### config.mk
export PLATFORM = sky130hd
export DESIGN_NAME = multicycle_controller
export DESIGN_NICKNAME = d
export VERILOG_FILES = /design/src/rtl/multicycle_controller.sv
export SDC_FILE = /design/constraint.sdc
export NUM_CORES = 1
export LEC_CHECK = 0
export BUFFER_PORTS_ARGS = -buffer_cell sky130_fd_sc_hd__buf_2
export CAP_MARGIN = 20
export CORE_UTILIZATION = 44
export DETAILED_ROUTE_END_ITERATION = 10
export PLACE_DENSITY = 0.8
export SLEW_MARGIN = 20
export SYNTH_ARGS = -nofsm -noshare
export SYNTH_HDL_FRONTEND = slang
export SYNTH_SLANG_ARGS = --single-unit
### constraint.sdc
create_clock -name clk -period 2.08 [get_ports clk]
set_clock_uncertainty 0.1 [all_clocks]
set_input_delay 0.104 -clock clk [delete_from_list [all_inputs] [get_ports clk]]
set_output_delay 0.104 -clock clk [all_outputs]
set_load 0.01 [all_outputs]
### src/rtl/multicycle_controller.sv
`default_nettype none
// ============================================================================
// multicycle_controller : multicycle ARM control unit (FSM, ALU decode, NZCV)
// Revision 1.0
// ============================================================================
module multicycle_controller (
  input  logic        clk,
  input  logic        reset,
  input  logic [19:0] Instr,
  input  logic [3:0]  ALUFlags,
  output logic        PCWrite,
  output logic        AdrSrc,
  output logic        MemWrite,
  output logic        IRWrite,
  output logic [1:0]  ResultSrc,
  output logic        ALUSrcA,
  output logic [1:0]  ALUSrcB,
  output logic [2:0]  ALUControl,
  output logic [1:0]  ImmSrc,
  output logic [1:0]  RegSrc,
  output logic        RegWrite,
  output logic [3:0]  State
);

  typedef enum logic [3:0] {
    FETCH    = 4'd0,
    DECODE   = 4'd1,
    MEMADR   = 4'd2,
    MEMREAD  = 4'd3,
    MEMWB    = 4'd4,
    MEMWRITE = 4'd5,
    EXECUTER = 4'd6,
    EXECUTEI = 4'd7,
    ALUWB    = 4'd8,
    BRANCH   = 4'd9
  } state_t;

  state_t     r_state;
  logic [3:0] r_flags;
  logic       r_condl;

  logic [3:0] w_cond;
  logic [1:0] w_op;
  logic [5:0] w_funct;
  logic [3:0] w_rd;
  logic       w_n, w_z, w_c, w_v;
  logic       w_condex;
  logic [2:0] w_aluctl;
  logic       w_cv_op;
  logic       w_pcw, w_memw, w_irw, w_regw;
  logic       w_unused;

  // Instr carries bits [31:12] of the instruction word
  assign w_cond   = Instr[19:16];
  assign w_op     = Instr[15:14];
  assign w_funct  = Instr[13:8];
  assign w_rd     = Instr[3:0];
  assign w_unused = ^Instr[7:4];

  assign {w_n, w_z, w_c, w_v} = r_flags;

  always_comb begin
    w_condex = 1'b0;
    case (w_cond)
      4'b0000: w_condex = w_z;
      4'b0001: w_condex = ~w_z;
      4'b0010: w_condex = w_c;
      4'b0011: w_condex = ~w_c;
      4'b0100: w_condex = w_n;
      4'b0101: w_condex = ~w_n;
      4'b0110: w_condex = w_v;
      4'b0111: w_condex = ~w_v;
      4'b1000: w_condex = w_c & ~w_z;
      4'b1001: w_condex = ~w_c | w_z;
      4'b1010: w_condex = (w_n == w_v);
      4'b1011: w_condex = (w_n != w_v);
      4'b1100: w_condex = ~w_z & (w_n == w_v);
      4'b1101: w_condex = w_z | (w_n != w_v);
      4'b1110: w_condex = 1'b1;
      default: w_condex = 1'b0;
    endcase
  end

  always_comb begin
    w_aluctl = 3'b000;
    case (w_funct[4:1])
      4'b0100: w_aluctl = 3'b000;
      4'b0010: w_aluctl = 3'b001;
      4'b0000: w_aluctl = 3'b010;
      4'b1100: w_aluctl = 3'b011;
      4'b0001: w_aluctl = 3'b101;
      default: w_aluctl = 3'b000;
    endcase
  end

  // Unrecognised commands decode to ADD, so they update C and V as well
  assign w_cv_op = (w_aluctl == 3'b000) || (w_aluctl == 3'b001);

  always_ff @(posedge clk or negedge reset) begin
    if (!reset) begin
      r_state <= FETCH;
      r_flags <= 4'b0000;
      r_condl <= 1'b0;
    end else begin
      case (r_state)
        FETCH: r_state <= DECODE;
        DECODE: begin
          r_condl <= w_condex;
          case (w_op)
            2'b00:   r_state <= w_funct[5] ? EXECUTEI : EXECUTER;
            2'b01:   r_state <= MEMADR;
            2'b10:   r_state <= BRANCH;
            default: r_state <= FETCH;
          endcase
        end
        MEMADR:  r_state <= w_funct[0] ? MEMREAD : MEMWRITE;
        MEMREAD: r_state <= MEMWB;
        EXECUTER, EXECUTEI: begin
          r_state <= ALUWB;
          if (r_condl && w_funct[0]) begin
            r_flags[3:2] <= ALUFlags[3:2];
            if (w_cv_op)
              r_flags[1:0] <= ALUFlags[1:0];
          end
        end
        default: r_state <= FETCH;
      endcase
    end
  end

  always_comb begin
    w_pcw      = 1'b0;
    w_memw     = 1'b0;
    w_irw      = 1'b0;
    w_regw     = 1'b0;
    AdrSrc     = 1'b0;
    ResultSrc  = 2'b00;
    ALUSrcA    = 1'b0;
    ALUSrcB    = 2'b00;
    ALUControl = 3'b000;
    case (r_state)
      FETCH: begin
        w_irw     = 1'b1;
        w_pcw     = 1'b1;
        ALUSrcA   = 1'b1;
        ALUSrcB   = 2'b10;
        ResultSrc = 2'b10;
      end
      DECODE: begin
        ALUSrcA   = 1'b1;
        ALUSrcB   = 2'b10;
        ResultSrc = 2'b10;
      end
      MEMADR:  ALUSrcB = 2'b01;
      MEMREAD: AdrSrc  = 1'b1;
      MEMWRITE: begin
        AdrSrc = 1'b1;
        w_memw = r_condl;
      end
      MEMWB: begin
        ResultSrc = 2'b01;
        w_regw    = r_condl;
        w_pcw     = r_condl & (w_rd == 4'd15);
      end
      EXECUTER: ALUControl = w_aluctl;
      EXECUTEI: begin
        ALUSrcB    = 2'b01;
        ALUControl = w_aluctl;
      end
      ALUWB: begin
        w_regw = r_condl;
        w_pcw  = r_condl & (w_rd == 4'd15);
      end
      BRANCH: begin
        ALUSrcB   = 2'b01;
        ResultSrc = 2'b10;
        w_pcw     = r_condl;
      end
      default: ;
    endcase
  end

  // Write strobes are held off for as long as reset is low
  assign PCWrite  = reset & w_pcw;
  assign MemWrite = reset & w_memw;
  assign IRWrite  = reset & w_irw;
  assign RegWrite = reset & w_regw;

  assign ImmSrc = w_op;
  assign RegSrc = {(w_op == 2'b01) & ~w_funct[0], (w_op == 2'b10)};
  assign State  = r_state;

endmodule
`default_nettype wire

==> reports/results.txt, run 1 <==
Worst EP required - 1880 ps
I/O pin count - 47
Die ar. - 2180 sq um
Finished Core Util - 65.3%
Async set-reset flop share out of synthesis - 100%
Max-slew violations - 0
CTS Root Cell - clkbuf_4
Type of the worst setup path - reg2out
Count of final setup violators - 0
Initial DRC Count - 10
GRT Overall Usage - 23.8%
H-tree depth - 1
Worst vdd ir - 0.000841 V
Placed instance count - 167
Final HPWL DP - 1.66 mm
Slowest-stage cell, CP - dfrtp_1
Gates resized, CTS repair - 0
CP endpoint kind - output port
Register area share after synthesis - 25.7%
Cell area power density - 1170 nW/um^2
Synthesized instance count - 105
# diodes - 0
Period Utilization, post-route - 93.5%
Max-slew headroom - 75.9%
Worst Tran Pin Value - 352 ps
Initial antenna violation count - 0
Synth warn - 0
Crit-path cells - buf_4 -> nand2b_1 -> a2111oi_0 -> buf_2
Core Box Area - 1800 sq um
Share of cells above drive strength 1 - 37.7%
Area grow syn2layout - 34.1%
Status - finished, final reports clean
Maxcap violations - 0
Dpl ws - 405 ps
GPL Wtd Cong - 0.822
TNS Setup - 0 ps
Site Rows - 15
FF+latch count, synth - 9
Vias in the first global route - 835
Worst hold path class - in2reg
Arrival time worst endpoint - 1740 ps
Die height - 46.6 um
Crit-path max cell delay - 480 ps
Mean Syn Cell Area - 8.35 sq um
First-pass GRT wire length - 3.64 mm
DRC errors left - 0
Net count reported at finish - 178
Most common cell after layout, fill and taps aside - buf_2
Post-synthesis cell type count - 43
CP Launch Type - register
Worst-Skew Late Latency - 250 ps
IO Port Bufs - 42
Die W - 46.6 um
Non-Filler Instances - 176
Overflow after GRT - 0
Max Fanout on Critical Path - 9
Hold-fix buffers at CTS - 5
Drt first pass iters - 4
Clock buffer depth - 2
Post-synthesis net count - 131
CTS sink cnt - 9
RSZ-0062 raised after global routing - false
Post-synth EDFFs - 0
CTS Buf Count - 3
Synth area leaders - dfrtp_1 26%, nand2b_1 4.3%, nor3_1 4.0%
TritonCTS clock tree - yes
Vias - 929
Routed wire per std cell - 12.9 um
Largest net degree at the start of global routing - 15
Final ANT Viol Nets - 0
Initial Utilization - 48.7%
Final min period - 1940 ps
Commonest cells after routing, fill and taps aside - 42 x buf_2, 9 x dfrtp_1, 7 x nor2_1, 7 x nor3_1, 6 x nand2b_1
Post-synth top flop - dfrtp_1
Mapped cell area - 877 sq um
Post-layout worst setup margin - 136 ps
Leak Pwr - 0.581 nW
Final wirelength - 2.28 mm
Worst-path clk slew - 60 ps
Final hold violations - 0
Vias per cell - 5.28
Fmax - 0.514 GHz
Post-CTS Setup Bufs - 0
Largest area contributor in the netlist - dfrtp_1
Pwr Total - 1.37 mW
Yosys top cell area share - 25.7%
## metal layers
layer  track usage (%)  up-vias  wire length, um
met5                 0        -                0
met4              14.9        0               71
met3             0.392        6               64
met2              37.2       21             1090
met1              32.4      422             1050
li1                  -      480                -
## power by group
part | switching [mW] | leakage, nW | total (mW) | internal (mW)
clock | 0.0584 | 0.0150 | 0.132 | 0.0738
combinational | 0.435 | 0.450 | 0.854 | 0.420
sequential | 0.133 | 0.117 | 0.385 | 0.251
## cell families after synthesis
group | count (synthesis) | synth area share, %
AOI/OAI and AO/OA | 24 | 21.5
xor gates and xnor gates | 5 | 4.99
buffers and inverters | 14 | 7.70
DFF | 9 | 25.7
muxes | 7 | 8.56
and+or+nand+nor | 46 | 31.5
## stage by stage
step / hold slack, ps / cell area [sq um]
after detailed placement: -112 / 1100
after floorplan: -292 / 877
after global placement: -118 / 1100
after global routing: 81.9 / 1180
final: 89.1 / 1180
after CTS: 85.4 / 1180
## cells in the mapped netlist (2+ instances only)
cell       count
a2111oi_0      2
a211oi_1       3
a21oi_1        2
and3_1         2
buf_2          6
buf_4          2
dfrtp_1        9
inv_1          5
mux2_1         2
mux2_2         2
mux2i_1        3
nand2_1        5
nand2b_1       6
nand3_1        5
nand3b_1       2
nor2_1         7
nor2b_1        3
nor3_1         7
nor3b_1        2
o21ai_0        3
o32ai_1        2
xnor2_1        3
xor2_1         2
## final cells by class
type,instances,area [sq um]
Clock buffer,4,26.3
Fill cell,173,626
Inverter,5,18.8
Multi-Input combinational cell,82,584
Sequential cell,9,225
Tap cell,25,31.3
Timing Repair Buffer,51,290
## flip-flops by register name, summed over array words and instances (netlist names)
signal,count
State,4
r_condl,1
r_flags,4
## worst max-delay path: cells and delay by family (launching register included)
| family | cells | cell delay (ps) |
|---|---|---|
| flops | 1 | 480 |
| buf+inv | 2 | 410 |
| compound gates | 1 | 410 |
| simple gates | 1 | 180 |
## path summary, 6_finish.rpt
check	from	endpoint	slack (ps)	cells after the start
setup / recovery	State[2]	RegWrite	140	4
hold / removal	Instr[14]	State[0]	90	4
setup reg to reg	State[2]	r_flags[0]	390	4
hold reg to reg	r_flags[0]	r_flags[0]	480	1
max in group asynchronous	reset	State[1]	1460	2
min in group asynchronous	reset	r_flags[2]	210	2
Note: power is estimated with default switching activity, not from simulation.
==> run 2, diff against run 1 <==
--- a/config.mk
+++ b/config.mk
@@ -7,9 +7,11 @@
 export LEC_CHECK = 0
 export BUFFER_PORTS_ARGS = -buffer_cell sky130_fd_sc_hd__buf_2
 export CAP_MARGIN = 20
-export CORE_UTILIZATION = 44
+export CORE_UTILIZATION = 46
+export CTS_BUF_LIST = sky130_fd_sc_hd__clkbuf_4
 export DETAILED_ROUTE_END_ITERATION = 10
-export PLACE_DENSITY = 0.8
+export PLACE_DENSITY = 0.83
+export REMOVE_ABC_BUFFERS = 1
 export SLEW_MARGIN = 20
 export SYNTH_ARGS = -nofsm -noshare
 export SYNTH_HDL_FRONTEND = slang
==> reports/results.txt, run 2 (same netlist as run 1, synthesis figures left out) <==
Status - finished, final reports clean
H-tree depth - 1
Initial Utilization - 49.7%
Slowest-stage cell, CP - dfrtp_1
Initial antenna violation count - 0
Fmax - 0.526 GHz
CP endpoint kind - output port
Cell area power density - 1180 nW/um^2
CP Launch Type - register
GPL Wtd Cong - 0.764
Worst hold path class - in2reg
Site Rows - 15
GRT Overall Usage - 23.2%
Core Box Area - 1760 sq um
Crit-path cells - buf_4 -> nand2b_1 -> a2111oi_0 -> buf_2
Die height - 45.7 um
Worst-path clk slew - 70 ps
Vias per cell - 5.49
Net count reported at finish - 178
Crit path depth - 4
Max-slew headroom - 74.9%
Max Fanout on Critical Path - 10
Commonest cells after routing, fill and taps aside - 42 x buf_2, 9 x dfrtp_1, 7 x nor2_1, 7 x nor3_1, 6 x nand2b_1
Worst EP required - 1880 ps
Initial DRC Count - 24
Period Utilization, post-route - 91.4%
Vias in the first global route - 827
Type of the worst setup path - reg2out
Post-CTS Setup Bufs - 0
Vias - 966
Final hold violations - 0
Family with the most delay on the worst path - flip-flops
Filler instances - 160
Drt first pass iters - 4
Die W - 45.7 um
Worst-Skew Late Latency - 260 ps
Gates resized, CTS repair - 0
Max-slew violations - 0
Routed wire per std cell - 12.5 um
CTS Buf Count - 3
DRC errors left - 0
IO Port Bufs - 42
# diodes - 0
Most common cell after layout, fill and taps aside - buf_2
Reg2reg path depth - 4
RSZ-0062 raised after global routing - false
Maxcap violations - 0
CTS Root Cell - clkbuf_4
Hold-fix buffers at CTS - 4
Final wirelength - 2.20 mm
CP bufs+invs - 2
Final ANT Viol Nets - 0
Die ar. - 2090 sq um
Worst vdd ir - 0.000560 V
Area grow syn2layout - 34.5%
Leak Pwr - 0.585 nW
Final HPWL DP - 1.73 mm
First-pass GRT wire length - 3.57 mm
Count of final setup violators - 0
Final min period - 1900 ps
Share of cells above drive strength 1 - 38.4%
I/O pin count - 47
Hold depth - 3
TritonCTS clock tree - yes
CTS sink cnt - 9
Crit-path max cell delay - 470 ps
Overflow after GRT - 0
Largest net degree at the start of global routing - 14
Clock buffer depth - 2
Hold_ws - 67.9 ps
Worst Tran Pin Value - 376 ps
TNS Setup - 0 ps
Arrival time worst endpoint - 1700 ps
[run 2: final timing paths]
kind / startpoint / to / slack, ps
setup / recovery: State[2] / RegWrite / 180
hold / removal: Instr[17] / r_condl / 70
setup reg to reg: State[3] / r_flags[1] / 440
hold reg to reg: r_flags[0] / r_flags[0] / 460
max in group asynchronous: reset / State[1] / 1510
min in group asynchronous: reset / State[3] / 150
[run 2: area by class of cell]
cell class                 instances  area, sq um  share of cell area (%)
timing repair buffer              51          290                    24.6
multi-input combinational         82          584                    49.5
sequential                         9          225                    19.1
tap                               25         31.3                    2.65
clock buffer                       4         30.0                    2.55
inverter                           5         18.8                    1.59
[run 2: tightest hold or removal path: stages]
cell,delay [ps]
buf_2,130
o211ai_1,80
a31oi_1,80
[run 2: routing by layer]
| metal | wire length, um | global-route usage, % | vias up |
|---|---|---|---|
| met5 | 0 | 0 | - |
| met4 | 0 | 1.82 | 0 |
| met3 | 107 | 3.57 | 0 |
| met2 | 1180 | 40.9 | 35 |
| met1 | 921 | 30.9 | 451 |
| li1 | - | - | 480 |
[run 2: per-stage QoR]
stage               setup slack (ps)  instance area, sq um  util [%]  std cells  power, mW
CTS                              192                  1170      66.3        175       1.39
detailed placement               445                  1100      62.3        167       1.24
floorplan                        375                   828         -         96      0.891
global route                    83.7                  1180      66.9        176       1.52
global placement                 469                  1100      62.3        167       1.20
finish                           179                  1180      66.9        176       1.39
[run 2: report_power, final]
group | leakage [nW] | total (mW) | switching, mW | internal (mW)
logic | 0.450 | 0.856 | 0.437 | 0.420
registers | 0.117 | 0.385 | 0.134 | 0.251
clock network | 0.0184 | 0.151 | 0.0640 | 0.0870
total | 0.585 | 1.39 | 0.634 | 0.758
